===== src/rtl/param_ram_pkg.sv =====
// param_ram_pkg: shared types and defaults for the param_ram block.
//   state_t      - controller state (CLEAR sweep / READY for traffic)
//   DEF_DATA_W   - default word width
//   DEF_ADDR_W   - default address width (DEPTH = 2**ADDR_W)
package param_ram_pkg;

  typedef enum logic {
    CLEAR = 1'b0,
    READY = 1'b1
  } state_t;

  localparam int DEF_DATA_W = 8;
  localparam int DEF_ADDR_W = 3;

endpackage


===== src/rtl/param_ram_if.sv =====
// param_ram_if: request/response bundle for param_ram.
//   clear      - single-cycle request to zero the whole array
//   req_valid  - request present
//   req_ready  - block can accept a request this cycle
//   req_write  - 1 = write, 0 = read
//   req_adr    - target word address
//   req_data   - write data
//   rd_valid   - one-cycle pulse marking rd_data updated
//   rd_data    - registered read data
//   busy       - clear sweep in progress
//
// Handshake: a request is accepted on a rising edge where req_valid and
// req_ready are both 1. req_ready is combinational (depends on clear), so
// the master must not make req_valid depend on req_ready. Nothing happens
// to memory or read outputs for a cycle without acceptance.
interface param_ram_if
  import param_ram_pkg::*;
#(
  parameter int DATA_W = DEF_DATA_W,
  parameter int ADDR_W = DEF_ADDR_W
);

  logic              clear;
  logic              req_valid;
  logic              req_ready;
  logic              req_write;
  logic [ADDR_W-1:0] req_adr;
  logic [DATA_W-1:0] req_data;
  logic              rd_valid;
  logic [DATA_W-1:0] rd_data;
  logic              busy;

  modport master (
    output clear, req_valid, req_write, req_adr, req_data,
    input  req_ready, rd_valid, rd_data, busy
  );

  modport slave (
    input  clear, req_valid, req_write, req_adr, req_data,
    output req_ready, rd_valid, rd_data, busy
  );

endinterface


===== src/rtl/param_ram_array.sv =====
// param_ram_array: storage for param_ram.
//   clock  - write and read-register clock
//   we     - write enable; mem[wadr] <= wdata
//   wadr   - write address
//   wdata  - write data
//   re     - read enable; rdata <= mem[radr]
//   radr   - read address
//   rdata  - registered read data, holds while re = 0
// No reset on the array or the read register.
module param_ram_array #(
  parameter int DATA_W = 8,
  parameter int ADDR_W = 3
) (
  input  logic              clock,
  input  logic              we,
  input  logic [ADDR_W-1:0] wadr,
  input  logic [DATA_W-1:0] wdata,
  input  logic              re,
  input  logic [ADDR_W-1:0] radr,
  output logic [DATA_W-1:0] rdata
);

  localparam int DEPTH = 2 ** ADDR_W;

  logic [DATA_W-1:0] mem [DEPTH];

  always_ff @(posedge clock) begin
    if (we) begin
      mem[wadr] <= wdata;
    end
    if (re) begin
      rdata <= mem[radr];
    end
  end

endmodule


===== src/rtl/param_ram.sv =====
// param_ram: single-port RAM with a hardware clear sweep.
//   clock  - sole clock, rising edge
//   reset  - asynchronous active-low reset
//   bus    - param_ram_if.slave (clear, request, read response, busy)
//   state  - current controller state, for observation
// After reset or a clear request the controller sweeps the array, writing
// zero to one word per cycle (ascending), then serves one read or write per
// cycle. Reads return data one cycle after acceptance with rd_valid.
module param_ram
  import param_ram_pkg::*;
#(
  parameter int DATA_W = DEF_DATA_W,
  parameter int ADDR_W = DEF_ADDR_W
) (
  input  logic            clock,
  input  logic            reset,
  param_ram_if.slave      bus,
  output state_t          state
);

  localparam logic [ADDR_W-1:0] LAST_ADR = {ADDR_W{1'b1}};

  state_t            state_q;
  state_t            state_d;
  logic [ADDR_W-1:0] clr_ptr;
  logic              accept;
  logic              rd_accept;
  logic              mem_we;
  logic [ADDR_W-1:0] mem_wadr;
  logic [DATA_W-1:0] mem_wdata;
  logic [DATA_W-1:0] mem_q;
  logic              rd_valid_q;
  logic              has_data;

  // Clear wins over any same-cycle request, so ready drops with clear.
  assign bus.req_ready = (state_q == READY) && !bus.clear;
  assign bus.busy      = (state_q == CLEAR);
  assign accept        = bus.req_valid && bus.req_ready;
  assign rd_accept     = accept && !bus.req_write;
  assign state         = state_q;

  always_comb begin
    state_d = state_q;
    case (state_q)
      CLEAR: if (clr_ptr == LAST_ADR) state_d = READY;
      READY: if (bus.clear) state_d = CLEAR;
      default: state_d = CLEAR;
    endcase
  end

  always_ff @(posedge clock or negedge reset) begin
    if (!reset) begin
      state_q <= CLEAR;
      clr_ptr <= '0;
    end else begin
      state_q <= state_d;
      // Pointer wraps to 0 naturally after the last word is zeroed.
      if (state_q == CLEAR) begin
        clr_ptr <= clr_ptr + 1'b1;
      end
    end
  end

  // Write port is shared between the sweep and accepted writes; the two
  // never coincide because req_ready is 0 during the sweep.
  always_comb begin
    mem_we    = 1'b0;
    mem_wadr  = bus.req_adr;
    mem_wdata = bus.req_data;
    if (state_q == CLEAR) begin
      mem_we    = 1'b1;
      mem_wadr  = clr_ptr;
      mem_wdata = '0;
    end else if (accept && bus.req_write) begin
      mem_we = 1'b1;
    end
  end

  param_ram_array #(
    .DATA_W (DATA_W),
    .ADDR_W (ADDR_W)
  ) u_array (
    .clock (clock),
    .we    (mem_we),
    .wadr  (mem_wadr),
    .wdata (mem_wdata),
    .re    (rd_accept),
    .radr  (bus.req_adr),
    .rdata (mem_q)
  );

  // The array's read register has no reset; has_data forces rd_data to 0
  // from reset until the first read after it has loaded the register.
  always_ff @(posedge clock or negedge reset) begin
    if (!reset) begin
      rd_valid_q <= 1'b0;
      has_data   <= 1'b0;
    end else begin
      rd_valid_q <= rd_accept;
      if (rd_accept) begin
        has_data <= 1'b1;
      end
    end
  end

  assign bus.rd_valid = rd_valid_q;
  assign bus.rd_data  = has_data ? mem_q : '0;

endmodule


===== src/flat_wrapper.sv =====
// flat-port wrapper written by rule: the top's interface ports become plain ports
module param_ram_flat import param_ram_pkg::*;
#(
  parameter int DATA_W = DEF_DATA_W,
  parameter int ADDR_W = DEF_ADDR_W
)
  (clock, reset, state, bus_clear, bus_req_valid, bus_req_write, bus_req_adr, bus_req_data, bus_req_ready, bus_rd_valid, bus_rd_data, bus_busy);
  param_ram_if #(.DATA_W(DATA_W), .ADDR_W(ADDR_W)) bus_i ();
  input  logic clock;
  input  logic reset;
  output state_t state;
  input wire logic [$bits(bus_i.clear)-1:0] bus_clear;
  input wire logic [$bits(bus_i.req_valid)-1:0] bus_req_valid;
  input wire logic [$bits(bus_i.req_write)-1:0] bus_req_write;
  input wire logic [$bits(bus_i.req_adr)-1:0] bus_req_adr;
  input wire logic [$bits(bus_i.req_data)-1:0] bus_req_data;
  output wire logic [$bits(bus_i.req_ready)-1:0] bus_req_ready;
  output wire logic [$bits(bus_i.rd_valid)-1:0] bus_rd_valid;
  output wire logic [$bits(bus_i.rd_data)-1:0] bus_rd_data;
  output wire logic [$bits(bus_i.busy)-1:0] bus_busy;
  assign bus_i.clear = bus_clear;
  assign bus_i.req_valid = bus_req_valid;
  assign bus_i.req_write = bus_req_write;
  assign bus_i.req_adr = bus_req_adr;
  assign bus_i.req_data = bus_req_data;
  assign bus_req_ready = bus_i.req_ready;
  assign bus_rd_valid = bus_i.rd_valid;
  assign bus_rd_data = bus_i.rd_data;
  assign bus_busy = bus_i.busy;
  param_ram #(.DATA_W(DATA_W), .ADDR_W(ADDR_W)) u_core (.clock(clock), .reset(reset), .bus(bus_i), .state(state));
endmodule

===== config.mk =====
export PLATFORM = sky130hd
export DESIGN_NAME = param_ram_flat
export DESIGN_NICKNAME = d
export VERILOG_FILES = /design/src/rtl/param_ram_pkg.sv /design/src/rtl/param_ram_if.sv /design/src/rtl/param_ram_array.sv /design/src/rtl/param_ram.sv /design/src/flat_wrapper.sv
export SDC_FILE = /design/constraint.sdc
export NUM_CORES = 1
export LEC_CHECK = 0
export CAP_MARGIN = 20
export CORE_AREA = 2 2 84 118
export CTS_BUF_LIST = sky130_fd_sc_hd__clkbuf_4
export DETAILED_ROUTE_END_ITERATION = 16
export DIE_AREA = 0 0 86 120
export SLEW_MARGIN = 20
export SYNTH_ARGS = -nofsm -noshare
export SYNTH_HDL_FRONTEND = slang
export SYNTH_SLANG_ARGS = --single-unit

===== constraint.sdc =====
create_clock -name clock -period 3.2 [get_ports clock]
set_input_delay 0.64 -clock clock [delete_from_list [all_inputs] [get_ports clock]]
set_output_delay 0.64 -clock clock [all_outputs]
set_load 0.05 [all_outputs]

Yosys cells after proc, flatten, opt, wreduce, memory -nomap -nowiden

Memory sizes are Yosys's and may differ from the RTL's. A register that Yosys moved wholly into a read port is not among the register bits.
Cells that the tools add are included.

Add/subtract/negate cells: 1
Equality and inequality tests: 1
Muxes and demuxes: 10
Bitwise logic cells: 1
Reduce and logical (&&, ||, !) cells: 6

Operator list:

| cell                | count |
|---|---|
| $mux 8              | 2 |
| $mux 1              | 6 |
| $logic_and 1x1->1   | 4 |
| $add 3x1->3 const B | 1 |
| $eq 3x3->1 const B  | 1 |
| $mux 3              | 1 |
| $logic_not 1->1     | 2 |
| $pmux 1 s2          | 1 |
| $not 1->1           | 1 |

Bits in registers: 6
Bits in writable memories: 64
Memories: 1

Memory list:

| memory             | words | bits a word | read ports | clocked after memory_dff | wr ports | line                  | source |
|---|---|---|---|---|---|---|---|
| u_core.u_array.mem | 8     | 8           | 1          | 1                        | 1        | param_ram_array.sv:25 | `logic [DATA_W-1:0] mem [DEPTH];` |

Logic depth before layout (Yosys ltp)

Gate-level depths: netlist (run 1).

Word-level depth: 8
Mapped depth: 5

Cells and area by module

A second synthesis (run 1) with hierarchy kept.

Cells, all modules: 153
Area, all modules: 3185.6 sq um

By module, submodules not included:

| module          | instances | cells each | area each (sq um) | sequential area each (sq um) |
|---|---|---|---|---|
| param_ram_array | 1         | 114        | 2771.4            | 2162.1 |
| param_ram       | 1         | 39         | 414.1             | 150.1 |

Worst setup path before layout (run 1)

Ideal clock, no wire load.

Path type: register to register
Start point: register u_core.state_q, in the netlist u_core.state
End point: memory u_core.u_array.mem[1][0], enable pin
Arrival time: 2219 ps
Required time: 2830 ps
Path slack: 610 ps
Cell stages (with the launch flop): 4
Clock period less this slack: 2590 ps
Path through: dfrtp_1 > nor2b_1 > a22oi_1 > nor2_1

Word-level cells in the longest chain between the ends: 7
Elaborated cells on any way between the ends: 8
Classes of those cells: mux (5); reduce/logical (3)

Ends and longest elaborated chain:

| element                      | line                  | source |
|---|---|---|
| start, declared              | param_ram.sv:23       | `state_t state_q;` |
| start signal, assigned       | param_ram.sv:56       | `state_q <= state_d;` |
| $logic_and 1x1->1            | param_ram.sv:36       | `assign bus.req_ready = (state_q == READY) && !bus.clear;` |
| named net bus_req_ready      | flat_wrapper.sv:17    | `output wire logic [$bits(bus_i.req_ready)-1:0] bus_req_ready;` |
| $logic_and 1x1->1            | param_ram.sv:38       | `assign accept = bus.req_valid && bus.req_ready;` |
| $logic_and 1x1->1            | param_ram.sv:74       | `end else if (accept && bus.req_write) begin` |
| $mux 1                       | param_ram.sv:74       |  |
| $mux 1                       | param_ram.sv:70       | `if (state_q == CLEAR) begin` |
| $mux 1                       | param_ram_array.sv:28 | `if (we) begin` |
| $mux 1 (implied by the code) | param_ram_array.sv:29 | `mem[wadr] <= wdata;` |
| end, declared                | param_ram_array.sv:25 |  |

The timed path passes the listed nets, and every way through them passes these cells.

Worst setup path after layout (run 1)

Start point: register u_core.has_data
End point: output port bus_rd_data[5]

Word-level cells in the longest chain between the ends: 1

Ends and longest elaborated chain:

| element                | line               | source |
|---|---|---|
| start, declared        | param_ram.sv:33    | `logic has_data;` |
| start signal, assigned | param_ram.sv:97    | `has_data <= 1'b0;` |
| start signal, assigned | param_ram.sv:101   | `has_data <= 1'b1;` |
| $mux 8                 | param_ram.sv:107   | `assign bus.rd_data = has_data ? mem_q : '0;` |
| end, declared          | flat_wrapper.sv:19 | `output wire logic [$bits(bus_i.rd_data)-1:0] bus_rd_data;` |

Every way passes these cells.

==> results.md, run 1 <==
* Total core area at 0.00930 mm²
* Power per cell area at 768 mW/mm²
* Initial antenna violation count at 1
* Clock tree from TritonCTS: done
* Combined area of all synthesized cells at 0.00315 mm²
* Switching power share of the total at 0.297
* Starting Density at 0.339
* Peak supply drop at 0.203 mV
* Router iterations before antenna repair at 4
* Total of endpoints with negative setup slack in the final report at 0
* Internal Dissipation at 2.01 mW
* Unrepaired setup endpoints after global routing: no
* Share of async-settable or async-resettable flops after synthesis at 0.0769
* Final number of hold-violating endpoints at 0
* Count of buffers added by post-CTS timing repair for setup at 0
* Clock network fraction of total power at 0.189
* Vias in the first global route at between 1500 and 2000
* CTS Hold Bufs at 0
* First-pass GRT wire length at 8580 µm
* Tmin final at between 2000 and 2500 ps
* # clock sinks at between 70 and 80
* Final RePlAce weighted congestion at 0.800
* Die Outline Area at 0.0103 mm²
* Number of cells upsized or downsized after cts at 0
* Reg clk slew, reported paths at 100 ps
* Transition at the pin with the smallest max-transition slack at 666 ps
* Placement-stage cell area at between 0.003 and 0.004 mm²
* Depth of the worst register-to-register path at 4
* Clk Tree Root Cell: sky130_fd_sc_hd__clkbuf_4
* Arrival time at the worst endpoint at 1860 ps
* Seq pwr share at 0.544
* Destination of the worst register-to-register timing path: u_core.u_array.mem[6][3]
* Most crowded layer after global routing: met2
* Aggregate global routing overflow at 0
* Fraction of met3 tracks used by global routing at 0.0358
* Most frequently used flop master after synthesis: sky130_fd_sc_hd__edfxtp_1
* DRC viols at 0
* Number of nets still failing antenna checks after routing at 0
* Max-cap check violation count at 0
* Worst slack at placement at 683 ps
* Register bit count reported by yosys at 78
* Aggregate global-route resource usage at 0.117
* DR vias/cell at between 4 and 5
* Level count of the clock H-tree at 3
* Largest net degree at the start of global routing at 19
* Worst setup path startpoint: u_core.has_data
* Maximum fanout along the worst path at 9
* Met1 usage in global routing at 0.121
* Worst hold slack at 481 ps
* Required time of the critical path at 2560 ps
* Worst Setup End Kind: primary output
* Number of nets in the layout at 235
* Hpwl dp at 4070 µm
* Clk Latency, worst-skew pair at 410 ps
* Category of the worst setup path launch point: flop
* Sum of negative setup slack at 0 ps
* Placed instance count at 316
* Logic pwr share at 0.267
* M2 GR Usage at 0.204
* Register area share after synthesis at 0.733
* Overall power after layout at 2.86 mW
* WL final at 5400 µm
* Final clock skew at 20.0 ps
* Synth Area per Inst at 18.1 µm²
* Core utilization of the finished layout at 0.401
* Initial detailed-routing violation count at 116
* Detailed-route via count at 1581
* Max Transition Viols Final at 0
* Reg2reg setup slack at between 1000 and 1500 ps
* Maximum clock path buffer count at 2
* Die Height at about 120 µm
* Achievable Freq at 400 MHz
* Count of pins on the block boundary at 28
* Number of buffers inserted during clock tree synthesis at 9
* Yosys synthesis warning count at 0
* Cell count after synthesis at 174
* Reg2Reg Launch Point: u_core.state
* Worst relative slew slack at 0.555
* Switching pwr at 0.848 mW
* Leakage power figure at 1.33 nW
* Final Instance Area at 0.00373 mm²
* Final critical-path share of the clock period at 0.781
* Post-route non-filler standard cell count at 332
* Number of synthesized flops with an enable pin at 72
* Distinct cells, synth at 30
* Path class of the lowest-slack min-delay path: input pin to asynchronous set/reset pin
* Setup slack after layout at approximately 700 ps
* Most common cell after layout, fill and taps aside: sky130_fd_sc_hd__edfxtp_1
* Chip Width at 86 µm
* Fraction of layout cells with a size suffix above 1 at 0.172
* Number of port buffers at 27
* Outcome: finished clean
* Number of filler instances in the final layout at 826
* Post-synthesis net count at 192
* Highest-count cells in the layout ignoring fill and taps: sky130_fd_sc_hd__edfxtp_1 (72), sky130_fd_sc_hd__clkdlybuf4s50_1 (26), sky130_fd_sc_hd__nand2_1 (24), sky130_fd_sc_hd__and2_1 (16), sky130_fd_sc_hd__buf_4 (13)
* DR WL/cell at 16.3 µm
* Critical path type: flop to primary output
* P&R area growth vs syn at 18.1%
* Number of rows created at floorplan at 42
-- worst max-delay path by stage --
stage,depth (start not counted),endpoint,slack (ps)
finish,2,bus_rd_data[5],700
global route,2,bus_rd_data[7],530
CTS,2,bus_rd_data[5],600
detailed placement,4,u_core.u_array.mem[7][5],680
global placement,4,u_core.u_array.mem[7][5],670
floorplan,3,u_core.u_array.mem[1][0],610
-- power by group through the flow --
stage / clock network [mW] / registers, mW / logic [mW]
2_1_floorplan: 0 / 1.56 / 0.519
3_3_place_gp: 0 / 1.57 / 0.764
3_5_place_dp: 0 / 1.58 / 0.780
4_1_cts: 0.569 / 1.56 / 0.784
5_1_grt: 0.604 / 1.58 / 0.839
6_report: 0.541 / 1.56 / 0.763
-- cells in the mapped netlist (all sizes together) (2+ instances only) --
library cell | n | area share
and2 | 16 | 0.032
and3 | 2 | 0.0044
buf | 4 | 0.013
clkbuf | 3 | 0.0036
dfrtp | 6 | 0.048
edfxtp | 72 | 0.69
ha | 2 | 0.0079
mux2 | 2 | 0.0071
mux4 | 16 | 0.12
nand2 | 24 | 0.029
nor2 | 12 | 0.014
-- worst max-delay path, cell delays in order (launching register included) --
cell and delay (ps):
sky130_fd_sc_hd__dfrtp_1 490, sky130_fd_sc_hd__and2_1 170, sky130_fd_sc_hd__clkdlybuf4s50_1 800
-- state kept, by name (all words and copies together), names as in the netlist --
name	flops
u_core.has_data	1
u_core.bus.rd_valid	1
u_core.u_array.rdata	8
u_core.u_array.mem	64
u_core.state	1
u_core.clr_ptr	3
-- layer usage --
metal,share of wire,routed length [µm]
met1,0.37,2000
met2,0.57,3070
met3,0.033,180
met4,0.028,149
met5,0,0
-- cell type report --
type / count / area, µm² / share of cell area
flip-flops and latches: 78 / 2310 / 0.621
multi-input cells: 87 / 782 / 0.210
repair buffers: 39 / 358 / 0.0960
well taps: 110 / 138 / 0.0369
clock buffers: 10 / 75.1 / 0.0201
clock inverters: 5 / 51.3 / 0.0138
inverters: 2 / 7.51 / 0.00201
diodes: 1 / 2.50 / 0.000672
-- cells by family (layout without fill, tap and decap cells) --
family          after synthesis  count (layout)  synth area share
flops                        78              78             0.733
simple gates                 59              59            0.0893
mux                          18              18             0.131
buf+inv                       9              56            0.0190
compound gates                7               7            0.0171
fa+ha+maj                     2               2           0.00793
xor+xnor                      1               1           0.00278
other cells                   0               1                 0
Power figures use the tool's default switching activity.
==> run 2, diff against run 1 <==
- clock period: 3.2 -> 2.5 ns (I/O delays scaled with it)
==> run 2 against run 1 <==
  * Routed wire length grew 7.5%
  * Global-route usage grew 0.72 points
  * First-iteration DRC count shrank 32%
  * Largest power group unchanged
==> results.md, run 2 (synthesis gave the netlist of run 1 again) <==
* Registers with the most flip-flops: u_core.u_array.mem: 64 flops, u_core.u_array.rdata: 8 flops, u_core.clr_ptr: 3 flops
* Chip Width at 86 µm
* Number of nets still failing antenna checks after routing at 0
* Maximum clock path buffer count at 2
* Reg clk slew, reported paths at about 120 ps
* Count of buffers added by post-CTS timing repair for setup at 0
* Number of buffers inserted during clock tree synthesis at 9
* Sum of negative setup slack at 0 ps
* Number of port buffers at 27
* Worst relative slew slack at 0.471
* Post-route non-filler standard cell count at about 340
* Total core area at 0.00930 mm²
* Logic pwr share at 0.276
* Starting Density at 0.339
* Clk Tree Root Cell: sky130_fd_sc_hd__clkbuf_4
* Switching power share of the total at 0.301
* Aggregate global-route resource usage at 0.124
* Max-cap check violation count at 0
* Critical path's slowest cell: sky130_fd_sc_hd__clkdlybuf4s50_1
* Final critical-path share of the clock period at 0.925
* P&R area growth vs syn at 20.6%
* DR WL/cell at 17.2 µm
* Initial antenna violation count at 1
* Number of rows created at floorplan at 42
* Critical path type: flop to primary output
* Top register by number of flip-flops: u_core.u_array.mem
* Level count of the clock H-tree at 3
* Switching pwr at 1.16 mW
* Number of flip-flops in the largest register at 64
* Arrival time at the worst endpoint at 1810 ps
* Total of endpoints with negative setup slack in the final report at 0
* Router iterations before antenna repair at 4
* Largest net degree at the start of global routing at 18
* Required time of the critical path at 2000 ps
* Tmin final at 2310 ps
* Final number of hold-violating endpoints at 0
* Clock network fraction of total power at 0.211
* Cells along the critical path: inv_1 -> clkdlybuf4s50_1
* Initial detailed-routing violation count at between 70 and 80
* Clk Latency, worst-skew pair at ~400 ps
* Internal Dissipation at 2.71 mW
* Most common cell after layout, fill and taps aside: sky130_fd_sc_hd__edfxtp_1
* Leakage power figure at 1.38 nW
* First-pass GRT wire length at 9110 µm
* Achievable Freq at about 430 MHz
* Vias in the first global route at 1661
* Die Height at roughly 120 µm
* Maximum fanout along the worst path at 5
* CTS Hold Bufs at 0
* Peak supply drop at about 0.3 mV
* # clock sinks at 78
* Path class of the lowest-slack min-delay path: input pin to asynchronous set/reset pin
* Reg2reg setup slack at about 660 ps
* Number of cells upsized or downsized after cts at 0
* Fraction of layout cells with a size suffix above 1 at 0.207
* Die Outline Area at 0.0103 mm²
* Detailed-route via count at 1623
* WL final at 5800 µm
* Count of pins on the block boundary at 28
* Unrepaired setup endpoints after global routing: no
* Hpwl dp at 4050 µm
* Transition at the pin with the smallest max-transition slack at between 700 and 800 ps
* Max Transition Viols Final at 0
* Number of nets in the layout at 240
* DR vias/cell at 4.80
* Final RePlAce weighted congestion at about 0.82
* Power per cell area at approximately 1000 mW/mm²
* DRC viols at 0
* Final clock skew at 14.3 ps
* Crit path largest cell delay at between 800 and 900 ps
* Worst Setup End Kind: primary output
* Seq pwr share at 0.513
* Category of the worst setup path launch point: flop
* Aggregate global routing overflow at 0
* Highest-count cells in the layout ignoring fill and taps: sky130_fd_sc_hd__edfxtp_1 (72), sky130_fd_sc_hd__clkdlybuf4s50_1 (25), sky130_fd_sc_hd__nand2_1 (24), sky130_fd_sc_hd__buf_4 (18), sky130_fd_sc_hd__and2_1 (16)
* Clock tree from TritonCTS: done
* Placed instance count at around 320
* Outcome: finished clean
run 2: final timing paths:
path | startpoint | cells past startpoint | to
setup reg to reg | u_core.state | 4 | u_core.u_array.mem[1][7]
max in group asynchronous | reset | 1 | u_core.clr_ptr[1]
hold reg to reg | u_core.clr_ptr[0] | 1 | u_core.clr_ptr[0]
hold / removal | reset | 1 | u_core.has_data
min in group clock | u_core.clr_ptr[0] | 1 | u_core.clr_ptr[0]
setup / recovery | u_core.state | 2 | bus_busy
run 2: stage by stage:
step	hold slack, ps	setup WS [ps]	util	power, mW	cell area (µm²)
floorplan	204	225	-	2.66	3160
global placement	574	102	0.392	3.07	3650
detailed placement	575	77.7	0.392	3.10	3650
CTS	293	126	0.409	3.91	3800
global route	304	30.9	0.409	4.09	3800
finish	319	187	0.409	3.87	3800
run 2: final cells by class:
cell class              instances  area (µm²)
fillers                       839        5500
flip-flops and latches         78        2310
multi-input cells              87         785
repair buffers                 44         405
well taps                     110         138
clock inverters                 7        87.6
clock buffers                   9        67.6
inverters                       2        7.51
diodes                          1        2.50
run 2: metal layers:
metal,vias to the layer above,part of all wire,global-route usage,wire (µm)
li1,773,-,-,-
met1,803,0.40,0.137,2310
met2,38,0.53,0.213,3100
met3,9,0.042,0.0385,245
met4,0,0.026,0.0635,150
met5,-,0,0,0
run 2: worst max-delay path: cells and delay by family, from the launching register on:
kind     cells  cell delay, ps
buf+inv      2             990
flops        1             420
run 2: power groups by stage:
stage	sequential, mW	clock [mW]	combinational (mW)
after floorplan	1.99	0	0.665
after global placement	2.00	0	1.07
after detailed placement	2.02	0	1.08
after CTS	1.99	0.839	1.08
after global routing	2.02	0.900	1.17
final	1.99	0.817	1.07
==> run 3, diff against run 2 <==
- CORE_AREA: 2 2 84 118 -> 2 2 126 79
- DIE_AREA: 0 0 86 120 -> 0 0 128 81
==> run 3 against run 2 <==
  * Total power is 2.7% lower
  * Core utilization is 0.54 points lower
  * Clock skew is 0.70 ps higher
  * Non-clock buffer count is 1 higher
  * Critical path type unchanged
  * Largest cell class unchanged
  * Register-to-register slack worse by 150 ps
  * Cell count is 2.4% higher
  * Routed wire length is 9.8% higher
==> results.md, run 3 (synthesis gave the netlist of run 1 again) <==
* Outcome: finished clean
* Clk Tree Root Cell: sky130_fd_sc_hd__clkbuf_4
* Reg clk slew, reported paths at approximately 120 ps
* DR vias/cell at approximately 4.8
* Total core area at 0.00939 mm²
* Achievable Freq at 422 MHz
* Chip Width at between 100 and 150 µm
* Top register by number of flip-flops: u_core.u_array.mem
* Power per cell area at 994 mW/mm²
* Fraction of layout cells with a size suffix above 1 at 0.199
* Total of endpoints with negative setup slack in the final report at 0
* Tmin final at about 2400 ps
* Critical path type: flop to primary output
* Count of buffers added by post-CTS timing repair for setup at 0
* Number of port buffers at 27
* Aggregate global routing overflow at 0
* Final number of hold-violating endpoints at 0
* Category of the worst setup path launch point: flop
* Sum of negative setup slack at 0 ps
* Peak supply drop at 0.254 mV
* Worst hold slack at 310 ps
* Number of rows created at floorplan at 28
* Max Transition Viols Final at 0
* Post-route non-filler standard cell count at around 350
* Level count of the clock H-tree at 3
* Maximum clock path buffer count at 2
* Leakage power figure at 1.37 nW
* Max-cap check violation count at 0
* First-pass GRT wire length at about 9900 µm
* Initial detailed-routing violation count at between 100 and 150
* Initial antenna violation count at 0
* Most common cell after layout, fill and taps aside: sky130_fd_sc_hd__edfxtp_1
* P&R area growth vs syn at 20.2%
* Detailed-route via count at 1663
* Die Height at 81 µm
* Path class of the lowest-slack min-delay path: input pin to asynchronous set/reset pin
* Final RePlAce weighted congestion at 0.845
* Number of nets still failing antenna checks after routing at 0
* Router iterations before antenna repair at 4
* # clock sinks at 78
* Worst Setup End Kind: primary output
* Number of buffers inserted during clock tree synthesis at 9
* Maximum fanout along the worst path at 5
* Placed instance count at approximately 330
* Final critical-path share of the clock period at 0.948
* Highest-count cells in the layout ignoring fill and taps: sky130_fd_sc_hd__edfxtp_1 (72), sky130_fd_sc_hd__clkdlybuf4s50_1 (26), sky130_fd_sc_hd__nand2_1 (24), sky130_fd_sc_hd__buf_4 (18), sky130_fd_sc_hd__and2_1 (16)
* Aggregate global-route resource usage at 0.138
* Core utilization of the finished layout at 0.404
* Unrepaired setup endpoints after global routing: no
* Largest net degree at the start of global routing at 18
* Starting Density at 0.336
* Count of pins on the block boundary at 28
* Clock tree from TritonCTS: done
* CTS Hold Bufs at 0
* Vias in the first global route at 1662
* Number of flip-flops in the largest register at 64
* Clk Latency, worst-skew pair at 430 ps
* Final clock skew at 15.0 ps
* DR WL/cell at ~18 µm
* Arrival time at the worst endpoint at around 1900 ps
* Transition at the pin with the smallest max-transition slack at 934 ps
* Die Outline Area at 0.0104 mm²
* Number of cells upsized or downsized after cts at 0
* Hpwl dp at between 4000 and 5000 µm
* Required time of the critical path at 2000 ps
* Registers with the most flip-flops: u_core.u_array.mem: 64 flops, u_core.u_array.rdata: 8 flops, u_core.clr_ptr: 3 flops
* WL final at 6370 µm
* Number of nets in the layout at between 200 and 250
* Inserted Diodes at 0
* DRC viols at 0
* Worst relative slew slack at 0.375
## run 3: stage by stage
stage / power, mW / instance area (µm²) / setup WS (ps)
after floorplan: 2.66 / 3160 / 225
after global placement: 3.09 / 3670 / 53.4
after detailed placement: 3.13 / 3670 / -4.21
after CTS: 3.81 / 3790 / 91.7
after global routing: 3.97 / 3790 / 13.6
final: 3.77 / 3790 / 131
## run 3: worst max-delay path, cell delays in order (launching register included)
cell and delay [ps]:
sky130_fd_sc_hd__dfrtp_1 440, sky130_fd_sc_hd__inv_1 170, sky130_fd_sc_hd__clkdlybuf4s50_1 830
## run 3: per-layer routing
layer,track usage,share of wire,vias up
li1,-,-,770
met1,0.192,0.50,828
met2,0.201,0.43,59
met3,0.0580,0.062,6
met4,0.0396,0.0075,0
met5,0,0,-
## run 3: cell type report
type                            instances  area, µm²
Tap cell                              120        150
Fill cell                             852       5600
Multi-Input combinational cell         87        785
Timing Repair Buffer                   45        415
Clock buffer                            9       67.6
Inverter                                2       7.51
Clock inverter                          5       52.6
Sequential cell                        78       2310
## run 3: where the power goes
group          switching, mW  internal (mW)
Sequential             0.123           1.87
Combinational          0.643          0.443
Clock                  0.400          0.289
Total                   1.17           2.60
## run 3: final timing paths
path | start | endpoint | depth (start not counted) | slack [ps]
setup / recovery | u_core.state | bus_busy | 2 | 130
hold / removal | reset | u_core.bus.rd_valid | 1 | 310
setup reg to reg | u_core.state | u_core.u_array.mem[7][7] | 4 | 510
hold reg to reg | u_core.clr_ptr[0] | u_core.clr_ptr[0] | 1 | 590
max in group asynchronous | reset | u_core.clr_ptr[1] | 1 | 1960
min in group clock | u_core.clr_ptr[0] | u_core.clr_ptr[0] | 1 | 590
